## config.mk

```make
export PLATFORM = sky130hd
export DESIGN_NAME = mem_port_arbiter_flat
export DESIGN_NICKNAME = d
export VERILOG_FILES = /design/src/rtl/mem_port_arbiter_pkg.sv /design/src/rtl/mem_port_arbiter_if.sv /design/src/rtl/mem_port_arbiter_port_mux.sv /design/src/rtl/register.sv /design/src/rtl/mem_port_arbiter.sv /design/src/flat_wrapper.sv
export SDC_FILE = /design/constraint.sdc
export NUM_CORES = 1
export LEC_CHECK = 0
export ABC_AREA = 1
export CORE_AREA = 2 2 129 131
export CTS_CLUSTER_DIAMETER = 100
export CTS_CLUSTER_SIZE = 24
export DETAILED_ROUTE_END_ITERATION = 10
export DIE_AREA = 0 0 131 133
export GPL_TIMING_DRIVEN = 0
export PLACE_DENSITY = 0.65
export SYNTH_ARGS = -nofsm -noshare
export SYNTH_HDL_FRONTEND = slang
export SYNTH_SLANG_ARGS = --single-unit
```

## constraint.sdc

```tcl
create_clock -name clk -period 3.6 [get_ports clk]
set_input_delay 0.9 -clock clk [delete_from_list [all_inputs] [get_ports clk]]
set_output_delay 0.9 -clock clk [all_outputs]
set_load 0.02 [all_outputs]
```

## src/rtl/mem_port_arbiter_pkg.sv

```systemverilog
// Shared types and constants for the unified memory port arbiter.
package mem_port_arbiter_pkg;

  typedef enum logic [1:0] {
    S_IDLE = 2'd0,
    S_OWN0 = 2'd1,
    S_OWN1 = 2'd2
  } mem_arb_state_t;

  localparam logic REQ_CORE   = 1'b0;
  localparam logic REQ_LOADER = 1'b1;

endpackage

```

## src/rtl/mem_port_arbiter_if.sv

```systemverilog
// Requester handshakes plus the shared memory port, bundled for the arbiter.
interface mem_port_arbiter_if;
  import mem_port_arbiter_pkg::*;

  logic        req0;
  logic        req1;
  logic [31:0] addr0;
  logic [31:0] addr1;
  logic [31:0] wr_data0;
  logic [31:0] wr_data1;
  logic        wr_ena0;
  logic        wr_ena1;
  logic        gnt0;
  logic        gnt1;
  logic [31:0] rd_data0;
  logic [31:0] rd_data1;
  logic        rd_valid0;
  logic        rd_valid1;
  logic [31:0] mem_addr;
  logic [31:0] mem_wr_data;
  logic        mem_wr_ena;
  logic [31:0] mem_rd_data;

  // Environment side: requesters and the memory model.
  modport master (
    output req0, req1, addr0, addr1, wr_data0, wr_data1, wr_ena0, wr_ena1,
    output mem_rd_data,
    input  gnt0, gnt1, rd_data0, rd_data1, rd_valid0, rd_valid1,
    input  mem_addr, mem_wr_data, mem_wr_ena
  );

  // Arbiter side.
  modport slave (
    input  req0, req1, addr0, addr1, wr_data0, wr_data1, wr_ena0, wr_ena1,
    input  mem_rd_data,
    output gnt0, gnt1, rd_data0, rd_data1, rd_valid0, rd_valid1,
    output mem_addr, mem_wr_data, mem_wr_ena
  );

endinterface

```

## src/rtl/mem_port_arbiter_port_mux.sv

```systemverilog
// 2:1 select of address / write data / write enable onto the memory port.
module mem_arb_port_mux
  import mem_port_arbiter_pkg::*;
(
  input  logic        sel,
  input  logic        granted,
  input  logic [31:0] addr0,
  input  logic [31:0] addr1,
  input  logic [31:0] wr_data0,
  input  logic [31:0] wr_data1,
  input  logic        wr_ena0,
  input  logic        wr_ena1,
  output logic [31:0] addr,
  output logic [31:0] wr_data,
  output logic        wr_ena
);

  // Route the selected requester; a write only reaches memory with a grant.
  always_comb begin
    addr    = (sel == REQ_LOADER) ? addr1 : addr0;
    wr_data = (sel == REQ_LOADER) ? wr_data1 : wr_data0;
    wr_ena  = granted && ((sel == REQ_LOADER) ? wr_ena1 : wr_ena0);
  end

endmodule

```

## src/rtl/register.sv

```systemverilog
// Generic enabled register with asynchronous active-high reset.
module register #(
  parameter int unsigned       WIDTH       = 32,
  parameter logic [WIDTH-1:0]  RESET_VALUE = '0
) (
  input  logic             clk,
  input  logic             rst,
  input  logic             ena,
  input  logic [WIDTH-1:0] d,
  output logic [WIDTH-1:0] q
);

  // Load d when enabled, clear on reset.
  always_ff @(posedge clk or posedge rst) begin
    if (rst) begin
      q <= RESET_VALUE;
    end else if (ena) begin
      q <= d;
    end
  end

endmodule

```

## src/rtl/mem_port_arbiter.sv

```systemverilog
// Two-requester arbiter for the unified memory port with burst-limited fairness.
module mem_port_arbiter
  import mem_port_arbiter_pkg::*;
#(
  parameter int unsigned MAX_BURST      = 4,
  parameter bit          FIRST_PRIORITY = 1'b0
) (
  input  logic                clk,
  input  logic                rst,
  mem_port_arbiter_if.slave   bus,
  output logic                owner,
  output logic [31:0]         grants_issued
);

  localparam int unsigned       CNT_W       = $clog2(MAX_BURST + 1);
  localparam logic [CNT_W-1:0]  BURST_LIMIT = CNT_W'(MAX_BURST);

  mem_arb_state_t   state;
  logic [CNT_W-1:0] burst_cnt;
  logic             last_owner;
  logic             gnt0;
  logic             gnt1;
  logic             granted;
  logic             sel;
  logic             rd_pend;
  logic             rd_tag;

  // Grant decision from the current owner, burst count and requests.
  always_comb begin
    gnt0 = 1'b0;
    gnt1 = 1'b0;
    case (state)
      S_IDLE: begin
        if (bus.req0 && bus.req1) begin
          if (last_owner == REQ_LOADER) gnt0 = 1'b1;
          else                          gnt1 = 1'b1;
        end else begin
          gnt0 = bus.req0;
          gnt1 = bus.req1;
        end
      end
      S_OWN0: begin
        if (bus.req0 && (burst_cnt < BURST_LIMIT || !bus.req1)) gnt0 = 1'b1;
        else                                                    gnt1 = bus.req1;
      end
      S_OWN1: begin
        if (bus.req1 && (burst_cnt < BURST_LIMIT || !bus.req0)) gnt1 = 1'b1;
        else                                                    gnt0 = bus.req0;
      end
      default: begin
        gnt0 = 1'b0;
        gnt1 = 1'b0;
      end
    endcase
  end

  assign granted = gnt0 || gnt1;
  // Without a grant the port stays on the last owner so the address is stable.
  assign sel     = granted ? gnt1 : last_owner;

  // Ownership, burst counting and last-owner tracking.
  always_ff @(posedge clk or posedge rst) begin
    if (rst) begin
      state      <= S_IDLE;
      burst_cnt  <= '0;
      last_owner <= ~FIRST_PRIORITY;
      owner      <= FIRST_PRIORITY;
    end else if (granted) begin
      state      <= gnt1 ? S_OWN1 : S_OWN0;
      last_owner <= gnt1;
      owner      <= gnt1;
      if ((state == S_OWN0 && gnt0) || (state == S_OWN1 && gnt1)) begin
        burst_cnt <= (burst_cnt == BURST_LIMIT) ? burst_cnt : burst_cnt + CNT_W'(1);
      end else begin
        burst_cnt <= CNT_W'(1);
      end
    end else begin
      state <= S_IDLE;
    end
  end

  // Remember a granted read and its requester for the next-cycle valid.
  always_ff @(posedge clk or posedge rst) begin
    if (rst) begin
      rd_pend <= 1'b0;
      rd_tag  <= REQ_CORE;
    end else begin
      rd_pend <= granted && !bus.mem_wr_ena;
      if (granted) rd_tag <= gnt1;
    end
  end

  mem_arb_port_mux u_mux (
    .sel      (sel),
    .granted  (granted),
    .addr0    (bus.addr0),
    .addr1    (bus.addr1),
    .wr_data0 (bus.wr_data0),
    .wr_data1 (bus.wr_data1),
    .wr_ena0  (bus.wr_ena0),
    .wr_ena1  (bus.wr_ena1),
    .addr     (bus.mem_addr),
    .wr_data  (bus.mem_wr_data),
    .wr_ena   (bus.mem_wr_ena)
  );

  register #(
    .WIDTH       (32),
    .RESET_VALUE (32'd0)
  ) u_grants (
    .clk (clk),
    .rst (rst),
    .ena (granted),
    .d   (grants_issued + 32'd1),
    .q   (grants_issued)
  );

  assign bus.gnt0      = gnt0;
  assign bus.gnt1      = gnt1;
  assign bus.rd_data0  = bus.mem_rd_data;
  assign bus.rd_data1  = bus.mem_rd_data;
  assign bus.rd_valid0 = rd_pend && (rd_tag == REQ_CORE);
  assign bus.rd_valid1 = rd_pend && (rd_tag == REQ_LOADER);

endmodule

```

## src/flat_wrapper.sv

```systemverilog
// flat-port wrapper written by rule: the top's interface ports become plain ports
module mem_port_arbiter_flat import mem_port_arbiter_pkg::*;
#(
  parameter int unsigned MAX_BURST      = 4,
  parameter bit          FIRST_PRIORITY = 1'b0
)
  (clk, rst, owner, grants_issued, bus_req0, bus_req1, bus_addr0, bus_addr1, bus_wr_data0, bus_wr_data1, bus_wr_ena0, bus_wr_ena1, bus_mem_rd_data, bus_gnt0, bus_gnt1, bus_rd_data0, bus_rd_data1, bus_rd_valid0, bus_rd_valid1, bus_mem_addr, bus_mem_wr_data, bus_mem_wr_ena);
  mem_port_arbiter_if bus_i ();
  input  logic clk;
  input  logic rst;
  output logic owner;
  output logic [31:0] grants_issued;
  input wire logic [$bits(bus_i.req0)-1:0] bus_req0;
  input wire logic [$bits(bus_i.req1)-1:0] bus_req1;
  input wire logic [$bits(bus_i.addr0)-1:0] bus_addr0;
  input wire logic [$bits(bus_i.addr1)-1:0] bus_addr1;
  input wire logic [$bits(bus_i.wr_data0)-1:0] bus_wr_data0;
  input wire logic [$bits(bus_i.wr_data1)-1:0] bus_wr_data1;
  input wire logic [$bits(bus_i.wr_ena0)-1:0] bus_wr_ena0;
  input wire logic [$bits(bus_i.wr_ena1)-1:0] bus_wr_ena1;
  input wire logic [$bits(bus_i.mem_rd_data)-1:0] bus_mem_rd_data;
  output wire logic [$bits(bus_i.gnt0)-1:0] bus_gnt0;
  output wire logic [$bits(bus_i.gnt1)-1:0] bus_gnt1;
  output wire logic [$bits(bus_i.rd_data0)-1:0] bus_rd_data0;
  output wire logic [$bits(bus_i.rd_data1)-1:0] bus_rd_data1;
  output wire logic [$bits(bus_i.rd_valid0)-1:0] bus_rd_valid0;
  output wire logic [$bits(bus_i.rd_valid1)-1:0] bus_rd_valid1;
  output wire logic [$bits(bus_i.mem_addr)-1:0] bus_mem_addr;
  output wire logic [$bits(bus_i.mem_wr_data)-1:0] bus_mem_wr_data;
  output wire logic [$bits(bus_i.mem_wr_ena)-1:0] bus_mem_wr_ena;
  assign bus_i.req0 = bus_req0;
  assign bus_i.req1 = bus_req1;
  assign bus_i.addr0 = bus_addr0;
  assign bus_i.addr1 = bus_addr1;
  assign bus_i.wr_data0 = bus_wr_data0;
  assign bus_i.wr_data1 = bus_wr_data1;
  assign bus_i.wr_ena0 = bus_wr_ena0;
  assign bus_i.wr_ena1 = bus_wr_ena1;
  assign bus_i.mem_rd_data = bus_mem_rd_data;
  assign bus_gnt0 = bus_i.gnt0;
  assign bus_gnt1 = bus_i.gnt1;
  assign bus_rd_data0 = bus_i.rd_data0;
  assign bus_rd_data1 = bus_i.rd_data1;
  assign bus_rd_valid0 = bus_i.rd_valid0;
  assign bus_rd_valid1 = bus_i.rd_valid1;
  assign bus_mem_addr = bus_i.mem_addr;
  assign bus_mem_wr_data = bus_i.mem_wr_data;
  assign bus_mem_wr_ena = bus_i.mem_wr_ena;
  mem_port_arbiter #(.MAX_BURST(MAX_BURST), .FIRST_PRIORITY(FIRST_PRIORITY)) u_core (.clk(clk), .rst(rst), .bus(bus_i), .owner(owner), .grants_issued(grants_issued));
endmodule
```

=== Yosys cells after proc, flatten, opt, wreduce, memory -nomap -nowiden ===
Index checks and enable logic that the tools add are counted.

* Memories kept: 0
* Bits in read-only memories: 0
* Output and inout port bits: 166
* Bits in latches: 0
* Register bits after elaboration: 40
* Input bits: 166
* RAM bits: 0

* $mul: 0
* Equal/unequal tests: 4
* Muxes and demuxes: 18
* Reductions and logical operators: 18
* Shift-type cells: 0
* Divide/modulo/power cells: 0
* Add/subtract/negate cells: 2
* Bitwise operators: 1
* $lt $le $gt $ge: 1

{| class="wikitable"
|+ Operators with widths
! cell !! number
|-
| $mux W32 || 2
|-
| $add A32 B1 Y32 const B || 1
|-
| $mux W1 || 10
|-
| $logic_and A1 B1 Y1 || 9
|-
| $mux W3 || 2
|-
| $pmux W1 S3 || 2
|-
| $logic_or A1 B1 Y1 || 4
|-
| $mux W2 || 2
|-
| $add A3 B1 Y3 const B || 1
|-
| $eq A3 B3 Y1 const B || 1
|-
| $logic_not A1 Y1 || 3
|-
| $lt A3 B3 Y1 const B || 1
|-
| $eq A2 B1 Y1 const B || 1
|-
| $eq A2 B2 Y1 const B || 1
|-
| $logic_not A2 Y1 || 1
|-
| $ne A2 B2 Y1 const B || 1
|-
| $reduce_and A2 Y1 || 1
|-
| $not A1 Y1 || 1
|}

=== Longest topological paths before layout ===
* Depth after elaboration: 11
* Depth in mapped cells: 11
* Depth with buffers taken out: 10

=== Hierarchy ===
Synthesis repeated with hierarchy kept, for this count alone.

* Cells, all modules: 665
* Area, all modules: 4062.6 um^2

{| class="wikitable"
|+ Modules (own cells, without submodules)
! module !! area an instance (um^2) !! times used !! cells an instance
|-
| mem_port_arbiter || 1869.3 || 1 || 317
|-
| register || 1296.2 || 1 || 137
|-
| mem_arb_port_mux || 897.1 || 1 || 211
|}

=== Worst setup path after synthesis ===
Ideal clock, no wire load.

* Kind: input to output
* Start: input bus_req0
* End: output bus_mem_addr[23]
* Data arrival time: 2.155 ns
* Cell stages on the path: 10
* Path slack: 0.545 ns
* Data required time: 2.700 ns
* Path through: buf_2 > nand2_1 > nand2_1 > nand3_1 > nand3_2 > a21oi_2 > buf_4 > buf_4 > nand2_1 > nand2_1

* Word-level cells in the longest chain between the ends: 8
* Elaborated cells between the ends (all ways): 16
* Classes of those cells: mux: 10; reduce/logical: 6

{| class="wikitable"
|+ RTL lines
! item !! RTL line !! RTL
|-
| start, declared || flat_wrapper.sv:13 || <nowiki>input wire logic [$bits(bus_i.req0)-1:0] bus_req0;</nowiki>
|-
| $logic_not A1 Y1 || mem_port_arbiter.sv:47 || <nowiki>if (bus.req1 && (burst_cnt < BURST_LIMIT || !bus.req0)) gnt1 = 1'b1;</nowiki>
|-
| $logic_or A1 B1 Y1 || mem_port_arbiter.sv:47 ||
|-
| $logic_and A1 B1 Y1 || mem_port_arbiter.sv:47 ||
|-
| $mux W1 || mem_port_arbiter.sv:47 ||
|-
| $pmux W1 S3 (*) || mem_port_arbiter.sv:32 || <nowiki>case (state)</nowiki>
|-
| net bus_gnt0 || flat_wrapper.sv:22 || <nowiki>output wire logic [$bits(bus_i.gnt0)-1:0] bus_gnt0;</nowiki>
|-
| $logic_or A1 B1 Y1 (*) || mem_port_arbiter.sv:57 || <nowiki>assign granted = gnt0 || gnt1;</nowiki>
|-
| $mux W1 (*) || - ||
|-
| $mux W32 (*) || mem_port_arbiter_port_mux.sv:20 || <nowiki>addr = (sel == REQ_LOADER) ? addr1 : addr0;</nowiki>
|-
| end, declared || flat_wrapper.sv:28 || <nowiki>output wire logic [$bits(bus_i.mem_addr)-1:0] bus_mem_addr;</nowiki>
|}

Mark *: on every way through the listed nets, which the timed path passes. The rest lies on a longest branch.

=== Final worst setup path ===
* Start: input bus_req0
* End: output bus_mem_addr[22]

* Word-level cells in the longest chain between the ends: 8
* Elaborated cells between the ends (all ways): 16
* Classes of those cells: mux: 10; reduce/logical: 6

{| class="wikitable"
|+ RTL lines
! item !! RTL line
|-
| $logic_not A1 Y1 || mem_port_arbiter.sv:47
|-
| $logic_or A1 B1 Y1 || mem_port_arbiter.sv:47
|-
| $logic_and A1 B1 Y1 || mem_port_arbiter.sv:47
|-
| $mux W1 || mem_port_arbiter.sv:47
|-
| $pmux W1 S3 || mem_port_arbiter.sv:32
|-
| $logic_or A1 B1 Y1 || mem_port_arbiter.sv:57
|-
| $mux W1 (*) || -
|-
| $mux W32 (*) || mem_port_arbiter_port_mux.sv:20
|}

Every way passes the cells marked *; elsewhere a longest branch is shown, timed or not.

==> reports/results.md <==
## Finish
• **most used cells in the layout excluding fill and tap cells** 380 x nand2_1, 232 x clkdlybuf4s50_1, 74 x buf_4
• **combined area of the multi-input logic cells** 2140 µm²
• **fraction of the core area covered by cells at the end of the flow** 45.2%
• **final cell area excluding filler cells** 7300 µm²
• **layout cell share with drive strength beyond 1** 12.1%
• **antenna cell count** 0
• **layout-stage area growth over the synthesis result** 89.3%
• **sequential cell area** 1000 µm²
• **most common library cell in the layout ignoring fill and taps** nand2_1
• **layout filler cell count** 1696
• **net count reported at finish** 1142
• **filler-free cell count of the finished design** 1194

## Timing
• **final setup skew** 0.00557 ns
• **Fmax achieved** 0.290 GHz
• **Final Max Slew Viols** 0
• **Worst Tran Pin Value** 0.555 ns
• **relative slew slack** 62.7%
• **final number of setup-violating endpoints** 0
• **shortest period the worst path allows** 3.45 ns
• **final count of hold timing violations** 0
• **fraction of the cycle the final worst path needs** 95.9%

## Setup path
• **CP startpoint kind** input port
• **Crit path arrival time** 2.55 ns
• **critical path endpoint category** primary output
• **crit-path max FO** 10
• **Critical Path, Cell by Cell** buf_2 -> nand2_1 -> nand3_2 -> nand3_2 -> o21ai_2 -> buf_4 -> buf_4 -> nand2_1 -> nand2_1 -> dlygate4sd2_1
• **Worst path max stage delay** 0.35 ns
• **worst reg2reg path startpoint** u_core.u_grants.q[0]
• **startpoint of the worst setup timing path** bus_req0
• **Worst path slowest cell** dlygate4sd2_1
• **required time worst endpoint** 2.70 ns
• **cell repeated most along the worst path** nand2_1
• **critical setup path kind** in -> out

## Power
• **Seq pwr share** 14.2%
• **IR drop worst, VDD** 0.375 mV
• **Internal Pwr Total** 2.22 mW
• **fraction of power consumed by combinational cells** 74.7%
• **leakage power summed over all cells** 3.56 nW
• **switching share of power** 52.4%
• **switching power** 2.44 mW
• **Total Power Consumption** 4.66 mW
• **relative contribution of the clock network to total power** 11.1%
• **total power per unit cell area** 638 nW/µm²

## CTS
• **clock transition at the registers of the reported paths** 0.06 ns
• **clock latency on the worst-skew pair** 0.28 ns
• **CTS buffer count** 5
• **clock tree from TritonCTS** yes
• **Sinks on Clock Net** 40
• **total number of H-tree levels** 2
• **CTS root buf** clkbuf_16
• **deepest clock path buffer count** 2

## Route
• **post-DR wirelength/cell** 14.1 µm
• **detailed-routing wirelength on met1** 6.17 mm
• **Via density** 4.17
• **Pre-Repair DR Iteration Count** 4
• **DRC violation total after the first TritonRoute iteration** 155
• **topmost layer with routed signal wires** met4
• **wire length on met3** 1.41 mm
• **total wirelength of the detailed-routed design** 16.8 mm
• **drc violations** 0
• **number of vias in the routed layout** 4978
• **number of antenna-violating nets in the routed design** 0
• **met2 routed wirelength** 9.07 mm

## Logic synthesis
• **Warnings, synthesis** 0
• **share of Yosys cell area claimed by the top area cell type** 37.0%
• **post-synth top area cell** nand2_1
• **Avg Inst Size Synth** 5.79 µm²
• **most area-consuming cells after synthesis** nand2_1 37%, dfrtp_1 25%, buf_4 14%
• **post-synthesis cell area** 3860 µm²
• **post-synthesis sequential element count** 40
• **distinct cell type count after synthesis** 23
• **synthesized netlist cell count** 666
• **sequential share of the synthesized area** 26.0%
• **Net Count, Synth** 835

## Die
• **area of the core** 16200 µm²
• **overall die height** 133 µm
• **Die Width** 131 µm
• **overall die area** 17400 µm²
• **number of top-level pins** 332
• **row count** 47
• **starting utilization of the core area** 23.9%

## Global route
• **maximum number of pins on one net before global-route repair** 36
• **GRT Resource Usage Total** 18.6%
• **vias in the first global route** 4776
• **wire length of the first global-routing pass** 25.0 mm
• **global route total overflow** 0
• **number of antenna violations at the first check in global routing** 0

## Flow run
• **max-cap check violation count** 0

## Worst hold path
• **worst min-delay path class** reg -> reg
• **hold path startpoint** u_core.u_grants.q[11]

## Placement
• **detailed placer's ending HPWL** 14.2 mm
• **last weighted congestion value of the routability-driven placer** 0.882
• **placement-stage cell area** 7140 µm²
• **count of port buffers added during placement** 298
• **placed cell count** 1185

## Run status
• **outcome** completed

[state kept, by name, indices dropped and copies added (netlist names)]
register,flops
u_core.burst_cnt,3
u_core.last_owner,1
u_core.rd_pend,1
u_core.rd_tag,1
u_core.state,2
u_core.u_grants.q,32
[Yosys cell counts]
cell type	count
a21oi_2	1
dfstp_2	1
a21oi_1	1
inv_1	33
nor3_1	14
inv_2	1
nand2_1	380
ha_1	3
nand3_1	21
buf_4	73
or2_2	1
nand2_2	1
nand3b_1	9
buf_2	11
o21ai_2	1
xnor2_1	2
dfrtp_1	39
nor2_1	51
o21ai_0	7
xor2_1	12
a21boi_0	1
nor2_2	1
nand3_2	2
[what timing repair did]
item	CTS	global route
resized for setup	105	9
hold buffers	0	0
setup endpoints to repair	65	59
setup buffers	1	0
pin swaps	0	0
[cell type report]
cell class                      instances  area share (%)
Buffer                                 84            8.52
Inverter                               34            1.75
Clock inverter                          3           0.583
Timing Repair Buffer                  300            40.6
Tap cell                              220            3.77
Multi-Input combinational cell        508            29.4
Sequential cell                        40            13.7
Clock buffer                            5            1.71
[metrics by stage]
step	hold slack (ns)	TNS [ns]	setup WS, ns
after detailed placement	0.513	-36.39	-0.682
after global routing	0.546	-0.0200	-0.00393
after CTS	0.522	0	0.00923
after global placement	0.511	-35.63	-0.678
after floorplan	0.478	0	0.545
final	0.521	0	0.147
[layer usage]
metal	global-route usage [%]	vias to the layer above
met4	2.13	0
li1	-	2566
met2	35.7	210
met5	0	-
met3	4.85	14
met1	20.8	2188
[path summary, 6_finish.rpt]
kind | endpoint | slack [ns] | cells past startpoint
worst max-delay path | bus_mem_addr[22] | 0.15 | 10
worst min register to register | u_core.u_grants.q[11] | 0.52 | 1
max in group asynchronous | u_core.u_grants.q[5] | 2.32 | 3
worst max register to register | u_core.u_grants.q[26] | 1.45 | 10
min in group asynchronous | u_core.rd_tag | 0.83 | 2
worst min-delay path | u_core.u_grants.q[11] | 0.52 | 1
[logic make-up after synthesis]
group / count (synthesis) / synth area share (%)
buffers and inverters: 118 / 18.9
xor gates and xnor gates: 14 / 3.18
DFF: 40 / 26.0
and+or+nand+nor: 480 / 49.2
AOI/OAI and AO/OA: 11 / 1.69
adders and majority gates: 3 / 0.973
[worst max-delay path: cells and delay by family]
kind,cells,cell delay [ns]
AOI/OAI and AO/OA,1,0.21
buffers and inverters,4,0.94
and+or+nand+nor,5,0.50
[power by group through the flow]
stage               registers (mW)  logic, mW  clock network [mW]
floorplan                    0.705       1.91                   0
global placement             0.669       3.75                   0
detailed placement           0.673       3.73                   0
CTS                          0.666       3.54               0.523
global route                 0.678       3.80               0.542
finish                       0.663       3.48               0.516
No activity file was read; power rests on OpenSTA's default activity.
